## src/rtl/smr_ctrl_pkg.sv

```systemverilog
`default_nettype none
// +----------------------------------------------------------------------+
// | smr_ctrl_pkg : shared types and encodings for the SMR controller      |
// | Revision     : 1.0                                                   |
// +----------------------------------------------------------------------+
package smr_ctrl_pkg;

   typedef enum logic [3:0] {
      S_RST   = 4'd0,
      S_IF1   = 4'd1,
      S_IF2   = 4'd2,
      S_UPC   = 4'd3,
      S_GETA  = 4'd4,
      S_GETB  = 4'd5,
      S_ALU   = 4'd6,
      S_WR    = 4'd7,
      S_WRIMM = 4'd8,
      S_HALT  = 4'd9
   } state_t;

   localparam logic [2:0] OP_MOV  = 3'b110;
   localparam logic [2:0] OP_ALU  = 3'b101;
   localparam logic [2:0] OP_HALT = 3'b111;

   localparam logic [1:0] MOV_REG = 2'b00;
   localparam logic [1:0] MOV_IMM = 2'b10;

   localparam logic [1:0] ALU_ADD = 2'b00;
   localparam logic [1:0] ALU_CMP = 2'b01;
   localparam logic [1:0] ALU_AND = 2'b10;
   localparam logic [1:0] ALU_MVN = 2'b11;

   localparam logic [1:0] NSEL_RN = 2'b00;
   localparam logic [1:0] NSEL_RD = 2'b01;
   localparam logic [1:0] NSEL_RM = 2'b10;

   localparam logic [1:0] VSEL_C   = 2'b00;
   localparam logic [1:0] VSEL_IMM = 2'b10;

   typedef enum logic [2:0] {
      C_MOVI = 3'd0,
      C_MOVR = 3'd1,
      C_ALU2 = 3'd2,
      C_MVN  = 3'd3,
      C_CMP  = 3'd4,
      C_HALT = 3'd5,
      C_ILL  = 3'd6
   } iclass_t;

   typedef struct packed {
      logic       mem_rd;
      logic       reset_pc;
      logic       load_pc;
      logic       load_ir;
      logic [1:0] nsel;
      logic       write;
      logic [1:0] vsel;
      logic       load_a;
      logic       load_b;
      logic       load_c;
      logic       load_s;
      logic       asel;
      logic       bsel;
      logic       retire;
      logic       halted;
   } ctrl_t;

   // Moore output decode; the class only matters in S_ALU (MOV reg / CMP variants).
   function automatic ctrl_t f_state_ctrl(input state_t s, input iclass_t c);
      ctrl_t v;
      v = '0;
      case (s)
         S_RST: begin
            v.reset_pc = 1'b1;
            v.load_pc  = 1'b1;
         end
         S_IF1: v.mem_rd = 1'b1;
         S_IF2: begin
            v.mem_rd  = 1'b1;
            v.load_ir = 1'b1;
         end
         S_UPC: v.load_pc = 1'b1;
         S_GETA: begin
            v.nsel   = NSEL_RN;
            v.load_a = 1'b1;
         end
         S_GETB: begin
            v.nsel   = NSEL_RM;
            v.load_b = 1'b1;
         end
         S_ALU: begin
            if (c == C_CMP) begin
               v.load_s = 1'b1;
               v.retire = 1'b1;
            end else begin
               v.load_c = 1'b1;
               v.asel   = (c == C_MOVR);
            end
         end
         S_WR: begin
            v.nsel   = NSEL_RD;
            v.vsel   = VSEL_C;
            v.write  = 1'b1;
            v.retire = 1'b1;
         end
         S_WRIMM: begin
            v.nsel   = NSEL_RN;
            v.vsel   = VSEL_IMM;
            v.write  = 1'b1;
            v.retire = 1'b1;
         end
         S_HALT: v.halted = 1'b1;
         default: v = '0;
      endcase
      return v;
   endfunction

endpackage
`default_nettype wire

```

## src/rtl/smr_controller_if.sv

```systemverilog
`default_nettype none
// +----------------------------------------------------------------------+
// | smr_controller_if : controller <-> datapath strobe bundle             |
// | Revision          : 1.0                                              |
// +----------------------------------------------------------------------+
interface smr_controller_if;

   logic [15:0] ir;
   logic        mem_rd;
   logic        reset_pc;
   logic        load_pc;
   logic        load_ir;
   logic [1:0]  nsel;
   logic        write;
   logic [1:0]  vsel;
   logic        load_a;
   logic        load_b;
   logic        load_c;
   logic        load_s;
   logic        asel;
   logic        bsel;
   logic [1:0]  alu_op;
   logic        retire;
   logic        halted;
   logic        illegal;

   modport master (
      input  ir,
      output mem_rd, reset_pc, load_pc, load_ir, nsel, write, vsel,
             load_a, load_b, load_c, load_s, asel, bsel, alu_op,
             retire, halted, illegal
   );

   modport slave (
      output ir,
      input  mem_rd, reset_pc, load_pc, load_ir, nsel, write, vsel,
             load_a, load_b, load_c, load_s, asel, bsel, alu_op,
             retire, halted, illegal
   );

endinterface
`default_nettype wire

```

## src/rtl/smr_decode.sv

```systemverilog
`default_nettype none
// +----------------------------------------------------------------------+
// | smr_decode : instruction word -> instruction class and ALU opcode     |
// | Revision   : 1.0                                                     |
// +----------------------------------------------------------------------+
module smr_decode
   import smr_ctrl_pkg::*;
(
   input  wire logic [15:0] i_ir,
   output iclass_t          o_cls,
   output logic [1:0]       o_alu_op
);

   logic [2:0]  w_opcode;
   logic [1:0]  w_op;
   logic [10:0] w_unused_ir;

   assign w_opcode    = i_ir[15:13];
   assign w_op        = i_ir[12:11];
   assign w_unused_ir = i_ir[10:0];

   always_comb begin
      o_cls = C_ILL;
      case (w_opcode)
         OP_MOV: begin
            case (w_op)
               MOV_IMM: o_cls = C_MOVI;
               MOV_REG: o_cls = C_MOVR;
               default: o_cls = C_ILL;
            endcase
         end
         OP_ALU: begin
            case (w_op)
               ALU_CMP: o_cls = C_CMP;
               ALU_MVN: o_cls = C_MVN;
               default: o_cls = C_ALU2;
            endcase
         end
         OP_HALT: o_cls = C_HALT;
         default: o_cls = C_ILL;
      endcase
   end

   assign o_alu_op = (w_opcode == OP_ALU) ? w_op : ALU_ADD;

endmodule
`default_nettype wire

```

## src/rtl/smr_controller.sv

```systemverilog
`default_nettype none
// +----------------------------------------------------------------------+
// | smr_controller : Moore sequencer for the Simple RISC Machine datapath |
// | Revision       : 1.0                                                 |
// +----------------------------------------------------------------------+
module smr_controller
   import smr_ctrl_pkg::*;
#(
   parameter int PC_W = 8
) (
   input  wire logic        clk,
   input  wire logic        rst_n,
   smr_controller_if.master bus
);

   state_t     r_state;
   state_t     w_next;
   ctrl_t      r_ctrl;
   logic [1:0] r_alu_op;
   logic       r_illegal;
   iclass_t    w_cls;
   logic [1:0] w_alu_op;
   logic       w_unused_pc_w;

   assign w_unused_pc_w = PC_W[0];

   smr_decode u_decode (
      .i_ir     (bus.ir),
      .o_cls    (w_cls),
      .o_alu_op (w_alu_op)
   );

   always_comb begin
      w_next = r_state;
      case (r_state)
         S_RST:   w_next = S_IF1;
         S_IF1:   w_next = S_IF2;
         S_IF2:   w_next = S_UPC;
         S_UPC: begin
            case (w_cls)
               C_MOVI:        w_next = S_WRIMM;
               C_MOVR, C_MVN: w_next = S_GETB;
               C_ALU2, C_CMP: w_next = S_GETA;
               default:       w_next = S_HALT;
            endcase
         end
         S_GETA:  w_next = S_GETB;
         S_GETB:  w_next = S_ALU;
         S_ALU:   w_next = (w_cls == C_CMP) ? S_IF1 : S_WR;
         S_WR:    w_next = S_IF1;
         S_WRIMM: w_next = S_IF1;
         S_HALT:  w_next = S_HALT;
         default: w_next = S_RST;
      endcase
   end

   // Outputs are registered from the next state so every strobe is a clean
   // flop output and the async reset clears them together with the state.
   always_ff @(posedge clk or negedge rst_n) begin
      if (!rst_n) begin
         r_state   <= S_RST;
         r_ctrl    <= f_state_ctrl(S_RST, C_HALT);
         r_alu_op  <= ALU_ADD;
         r_illegal <= 1'b0;
      end else begin
         r_state <= w_next;
         r_ctrl  <= f_state_ctrl(w_next, w_cls);
         if (r_state == S_UPC) begin
            r_alu_op <= w_alu_op;
         end else if (w_next == S_IF1) begin
            r_alu_op <= ALU_ADD;
         end
         if ((r_state == S_UPC) && (w_cls == C_ILL)) begin
            r_illegal <= 1'b1;
         end
      end
   end

   assign bus.mem_rd   = r_ctrl.mem_rd;
   assign bus.reset_pc = r_ctrl.reset_pc;
   assign bus.load_pc  = r_ctrl.load_pc;
   assign bus.load_ir  = r_ctrl.load_ir;
   assign bus.nsel     = r_ctrl.nsel;
   assign bus.write    = r_ctrl.write;
   assign bus.vsel     = r_ctrl.vsel;
   assign bus.load_a   = r_ctrl.load_a;
   assign bus.load_b   = r_ctrl.load_b;
   assign bus.load_c   = r_ctrl.load_c;
   assign bus.load_s   = r_ctrl.load_s;
   assign bus.asel     = r_ctrl.asel;
   assign bus.bsel     = r_ctrl.bsel;
   assign bus.alu_op   = r_alu_op;
   assign bus.retire   = r_ctrl.retire;
   assign bus.halted   = r_ctrl.halted;
   assign bus.illegal  = r_illegal;

endmodule
`default_nettype wire

```

## src/flat_wrapper.sv

```systemverilog
// flat-port wrapper written by rule: the top's interface ports become plain ports
module smr_controller_flat import smr_ctrl_pkg::*;
#(
   parameter int PC_W = 8
)
  (clk, rst_n, bus_ir, bus_mem_rd, bus_reset_pc, bus_load_pc, bus_load_ir, bus_nsel, bus_write, bus_vsel, bus_load_a, bus_load_b, bus_load_c, bus_load_s, bus_asel, bus_bsel, bus_alu_op, bus_retire, bus_halted, bus_illegal);
  smr_controller_if bus_i ();
  input  wire logic clk;
  input  wire logic rst_n;
  input wire logic [$bits(bus_i.ir)-1:0] bus_ir;
  output wire logic [$bits(bus_i.mem_rd)-1:0] bus_mem_rd;
  output wire logic [$bits(bus_i.reset_pc)-1:0] bus_reset_pc;
  output wire logic [$bits(bus_i.load_pc)-1:0] bus_load_pc;
  output wire logic [$bits(bus_i.load_ir)-1:0] bus_load_ir;
  output wire logic [$bits(bus_i.nsel)-1:0] bus_nsel;
  output wire logic [$bits(bus_i.write)-1:0] bus_write;
  output wire logic [$bits(bus_i.vsel)-1:0] bus_vsel;
  output wire logic [$bits(bus_i.load_a)-1:0] bus_load_a;
  output wire logic [$bits(bus_i.load_b)-1:0] bus_load_b;
  output wire logic [$bits(bus_i.load_c)-1:0] bus_load_c;
  output wire logic [$bits(bus_i.load_s)-1:0] bus_load_s;
  output wire logic [$bits(bus_i.asel)-1:0] bus_asel;
  output wire logic [$bits(bus_i.bsel)-1:0] bus_bsel;
  output wire logic [$bits(bus_i.alu_op)-1:0] bus_alu_op;
  output wire logic [$bits(bus_i.retire)-1:0] bus_retire;
  output wire logic [$bits(bus_i.halted)-1:0] bus_halted;
  output wire logic [$bits(bus_i.illegal)-1:0] bus_illegal;
  assign bus_i.ir = bus_ir;
  assign bus_mem_rd = bus_i.mem_rd;
  assign bus_reset_pc = bus_i.reset_pc;
  assign bus_load_pc = bus_i.load_pc;
  assign bus_load_ir = bus_i.load_ir;
  assign bus_nsel = bus_i.nsel;
  assign bus_write = bus_i.write;
  assign bus_vsel = bus_i.vsel;
  assign bus_load_a = bus_i.load_a;
  assign bus_load_b = bus_i.load_b;
  assign bus_load_c = bus_i.load_c;
  assign bus_load_s = bus_i.load_s;
  assign bus_asel = bus_i.asel;
  assign bus_bsel = bus_i.bsel;
  assign bus_alu_op = bus_i.alu_op;
  assign bus_retire = bus_i.retire;
  assign bus_halted = bus_i.halted;
  assign bus_illegal = bus_i.illegal;
  smr_controller #(.PC_W(PC_W)) u_core (.clk(clk), .rst_n(rst_n), .bus(bus_i));
endmodule
```

## config.mk

```make
export PLATFORM = sky130hd
export DESIGN_NAME = smr_controller_flat
export DESIGN_NICKNAME = d
export VERILOG_FILES = /design/src/rtl/smr_ctrl_pkg.sv /design/src/rtl/smr_controller_if.sv /design/src/rtl/smr_decode.sv /design/src/rtl/smr_controller.sv /design/src/flat_wrapper.sv
export SDC_FILE = /design/constraint.sdc
export NUM_CORES = 1
export LEC_CHECK = 0
export ABC_AREA = 1
export ABC_CLOCK_PERIOD_IN_PS = 1800
export BUFFER_PORTS_ARGS = -buffer_cell sky130_fd_sc_hd__buf_2
export CAP_MARGIN = 20
export CORE_MARGIN = 2
export CORE_UTILIZATION = 35
export DETAILED_ROUTE_END_ITERATION = 6
export GPL_ROUTABILITY_DRIVEN = 0
export PLACE_DENSITY = 0.71
export REMOVE_ABC_BUFFERS = 1
export SYNTH_ARGS = -nofsm -noshare
export SYNTH_HDL_FRONTEND = slang
export SYNTH_HIERARCHICAL = 1
export SYNTH_SLANG_ARGS = --single-unit
```

## constraint.sdc

```tcl
create_clock -name clk -period 1.8 [get_ports clk]
set_input_delay 0.18 -clock clk [delete_from_list [all_inputs] [get_ports clk]]
set_output_delay 0.18 -clock clk [all_outputs]
set_load 0.1 [all_outputs]
```

==> results of run 1 <==
==> placed cells by master, fill, tap and decap left out, drive strengths merged, types with 2 or more instances in the layout <==
cell     n
buf     24
dfrtp   19
inv     20
nand3    9
o21ai    7
conb     2
nor2    20
clkbuf   4
nand2   29
dfstp    2
==> cell families after synthesis <==
group           count (synthesis)  share of synthesized area (%)
other cells                     1                          0.366
buf+inv                        24                           10.0
compound gates                 10                           6.36
flops                          21                           51.6
simple gates                   61                           31.7
==> through the flow <==
step / cell area [sq um] / utilization (%)
finish: 1200 / 43.5
global route: 1200 / 43.5
CTS: 1200 / 43.5
detailed placement: 1160 / 42.2
global placement: 1160 / 42.2
floorplan: 1000 / -
==> routing by layer <==
metal	routed length, um	track usage, %	vias to the layer above
met3	106	2.68	2
met2	996	23.5	29
met5	0	0	-
met1	792	14.6	358
li1	-	-	412
met4	6	4.98	0
==> critical path, stage by stage, from the launching register on <==
cell     delay, ps
dfrtp_1        460
o21ai_0        410
nand2_2        170
nor2_4         120
nand2_2         80
nand3_1         70
nand2_1         50
==> final cells by class <==
class | count | area [sq um] | area share, %
clock buffers | 4 | 26.3 | 2.19
well taps | 31 | 38.8 | 3.23
flip-flops and latches | 21 | 528 | 44.0
inverters | 21 | 80.1 | 6.67
repair buffers | 25 | 130 | 10.8
multi-input cells | 73 | 397 | 33.1
==> worst min path at each step <==
| stage | slack, ps | to | depth (start not counted) |
|---|---|---|---|
| after floorplan | -120 | u_core/bus.alu_op[0]$_DFFE_PN0P_ | 0 |
| after global placement | 140 | u_core/bus.mem_rd$_DFF_PN0_ | 1 |
| after detailed placement | 160 | u_core/bus.load_ir$_DFF_PN0_ | 1 |
| after CTS | 230 | u_core/bus.alu_op[0]$_DFFE_PN0P_ | 5 |
| after global routing | 240 | u_core/bus.alu_op[0]$_DFFE_PN0P_ | 5 |
| final | 240 | u_core/bus.alu_op[0]$_DFFE_PN0P_ | 5 |
==> timing repair <==
item	4_1_cts	5_1_grt
endpoints found under the hold margin	19	0
resized for setup	0	0
hold buffers	1	0
==> results.cfg, run 1 <==
[logic_synthesis]
ys_top_cells_by_area = dfrtp_1, nand2_1, nand2_2, nor2_1, dfstp_2
netlist_top_cells_count = dfrtp_1, nand2_1, nor2_1
synthFlopType = dfrtp_1
yosys.area.top_type_share_pct = 46.5
yosysSeqAreaShare_pct = 51.6
synth.avg_cell_area_sq_um = 8.75
syn-cell-area_sq_um = 1020
postSynthCellCount = 117
synth.most_common_cell = dfrtp_1
ys_warn_count = 6
yosys.area.top_type = dfrtp_1
async_reset_ff_share_pct = 100
ys_types = 25
synth_edf_count = 0
synth-seq-cells = 21

[worst_setup_path]
cp-endpoint = u_core/bus.alu_op[1]$_DFFE_PN0P_
arrival_ps = 1670
r2r-start = u_core/r_state[1]$_DFF_PN0_
path_max_fanout = 5
criticalPathCategory = flop to flop
worstSetupStartpoint = u_core/r_state[1]$_DFF_PN0_
r2r-end = u_core/bus.alu_op[1]$_DFFE_PN0P_
critPathRequiredTime_ps = 2000
startpoint_type = flop
worstSetupEndpointType = flop
rr_worst_depth = 6
reg2reg_slack_ps = 330

[global_route]
grt_max_degree = 22
grt_pass1_wl_um = 3280
gr-total-overflow = 0
grt_usage_pct = 12.9
grt_pass1_vias = 796
antenna_found_initial = 0

[flow_run]
drv_cap = 0

[hold_path]
hp-start = bus_ir[11]
min_path_type = input pin to flop

[timing]
rsz0062_at_grt = no
setup_viol = 0
setup_ws_ps = 328
fin_setup_tns_ps = 0
fmax_ghz = 0.680
hold_viol = 0
holdWs_ps = 239
drv_slew = 0
min_period_ps = 1470
fin_crit_sh_pct = 81.8
clock_skew_ps = 4.26

[cts]
cts_setup_buffers = 0
cts_root_buffer = clkbuf_4
cts_made_buffers = 3
cts.reportedPaths.clkPinSlew_ps = 110
clk_latency_ps = 300
htreeDepth = 1
cts_tree = done
clockBufferDepth = 2
clock_sinks = 21

[drt]
avgRoutedWirePerCell_um = 10.9
postRouteAntennaNets = 0
drc = 0
viasPerCell = 4.58
drt-pass1-iter-count = 6
num_vias = 801
wl_um = 1900
drtIter0Drc = 26

[layout]
layout.nets = 163
final_cells = 175
syn2layout_area_growth_pct = 17.2
largest_register_ffs = 4
largest_register = u_core/r_state
drive_gt1_share_pct = 40.3
n_antenna_cell = 0
nFillCells = 278

[placement]
place_ws_ps = 136
portBuffers = 24
dpl.hpwl_um = 1470
dp.cells = 170

[die]
fp.coreArea_sq_um = 2760
start_util_pct = 37.1
io-pin-count = 38
fp-row-count = 19
die-area_sq_um = 3370
fp.dieH_um = 58.1
die_w_um = 58.1

[outcome]
status = finished clean
Power of run 1 is not shown: default switching activity piles up to over one toggle a cycle in this logic, so the estimate is an artifact.
==> run 2: changes to the inputs <==
ABC_CLOCK_PERIOD_IN_PS = 1300   (was 1800)
PLACE_DENSITY = 0.73   (was 0.71)
clock period = 1.3 ns   (was 1.8 ns; I/O delays follow)
==> run 2 against run 1 <==
Effect of this change:
- first-iteration DRC count shrank 15%
- via count grew 12%
- count of clock-buffer cells in the layout shrank 1
- maximum frequency grew 7.3%
- critical path type unchanged
- non-clock buffer count grew 21
- sequential cell count is the same
- critical path depth grew 2
- clock skew grew 4.3 ps
- the run now ends with setup timing left
==> results.cfg, run 2 (synthesis results as in run 1) <==
[layout]
largest_register = u_core/r_state
mostFrequentLayoutCells = buf_2, buf_4, nand2_1
syn2layout_area_growth_pct = 41.3
nFillCells = 261
largest_register_ffs = 4
drive_gt1_share_pct = 56.4
register_area_sq_um = 532
n_antenna_cell = 0
layout.nets = 184
multi_input_area_sq_um = 440

[outcome]
status = complete, but fails checks
violations = setup timing

[cts]
htreeDepth = 1
clock_sinks = 21
cts.reportedPaths.clkPinSlew_ps = 120
cts_made_buffers = 3
cts_root_buffer = clkbuf_4
clk_latency_ps = 310
clockBufferDepth = 2
cts_tree = done

[worst_setup_path]
path_max_fanout = 5
path_cells = inv_2 -> nand2_1 -> nor2_2 -> nand2_4 -> nand3_2 -> nor2_1 -> nand2_2 -> o21ai_0
slowest_delay_ps = 460
startpoint_type = flop
criticalPathCategory = flop to flop
critPathRequiredTime_ps = 1490
arrival_ps = 1560
worstSetupEndpointType = flop
cp_slowest_cell = dfrtp_2

[timing]
hold_viol = 0
setup_ws_ps = -71.0
fin_setup_tns_ps = -162
fmax_ghz = 0.729
fin_crit_sh_pct = 105
setup_viol = 4
min_period_ps = 1370
clock_skew_ps = 8.56
drv_slew = 0
rsz0062_at_grt = yes

[global_route]
grt_pass1_wl_um = 3680
grt_usage_pct = 14.7
grt_max_degree = 22
grt_pass1_vias = 904
gr-total-overflow = 0
antenna_found_initial = 0

[placement]
place_ws_ps = -301
portBuffers = 24
dpl.hpwl_um = 1690

[die]
start_util_pct = 37.1
die-area_sq_um = 3370
fp-row-count = 19
io-pin-count = 38
fp.dieH_um = 58.1
fp.coreArea_sq_um = 2760
die_w_um = 58.1

[drt]
drt-pass1-iter-count = 7
drc = 0
avgRoutedWirePerCell_um = 11.2
num_vias = 898
postRouteAntennaNets = 0
viasPerCell = 4.58
drtIter0Drc = 22
wl_um = 2200

[flow_run]
drv_cap = 0

[hold_path]
min_path_type = input pin to flop
-- run 2: layer usage --
metal / track usage (%) / share of wire [%]
met1: 15.8 / 38
met2: 26.3 / 54
met3: 2.01 / 4.5
met4: 10.3 / 3.2
met5: 0 / 0
-- run 2: layout make-up --
class / count / share of cell area, %
clock buffer: 3 / 1.56
clock inverter: 1 / 0.346
tap: 31 / 2.68
sequential: 21 / 36.8
inverter: 21 / 5.62
timing repair buffer: 46 / 22.6
multi-input combinational: 73 / 30.4
-- run 2: final timing paths --
| kind | from | end | slack [ps] | depth (start not counted) |
|---|---|---|---|---|
| hold reg to reg | u_core/bus.illegal$_DFFE_PN0P_ | u_core/bus.illegal$_DFFE_PN0P_ | 500 | 1 |
| max in group asynchronous | rst_n | u_core/bus.load_pc$_DFF_PN1_ | 680 | 2 |
| setup / recovery | u_core/r_state[3]$_DFF_PN0_ | u_core/bus.mem_rd$_DFF_PN0_ | -70 | 8 |
| min in group asynchronous | rst_n | u_core/r_state[2]$_DFF_PN0_ | 270 | 2 |
| setup reg to reg | u_core/r_state[3]$_DFF_PN0_ | u_core/bus.mem_rd$_DFF_PN0_ | -70 | 8 |
| hold / removal | bus_ir[12] | u_core/bus.alu_op[1]$_DFFE_PN0P_ | 250 | 6 |
-- run 2: stage by stage --
stage	area, sq um	std cells	utilization [%]	hold WS, ps
2_1_floorplan	1000	115	-	-166
3_3_place_gp	1310	185	47.4	90.3
3_5_place_dp	1310	185	47.4	103
4_1_cts	1390	193	50.3	249
5_1_grt	1450	196	52.5	277
6_report	1450	196	52.5	254
-- run 2: worst max-delay path: cells and delay by family, from the launching register on --
| family | cells | cell delay (ps) |
|---|---|---|
| AOI/OAI and AO/OA | 1 | 110 |
| buffers and inverters | 1 | 100 |
| DFF | 1 | 460 |
| and+or+nand+nor | 6 | 570 |
-- run 2: what timing repair did --
action	in CTS	in global routing
hold buffers	1	0
gates resized for setup	7	14
setup buffers	3	3
pin swaps	4	5
setup endpoints to repair	5	12
hold endpoints to repair	19	0
Power of run 2 is left out for the same reason.
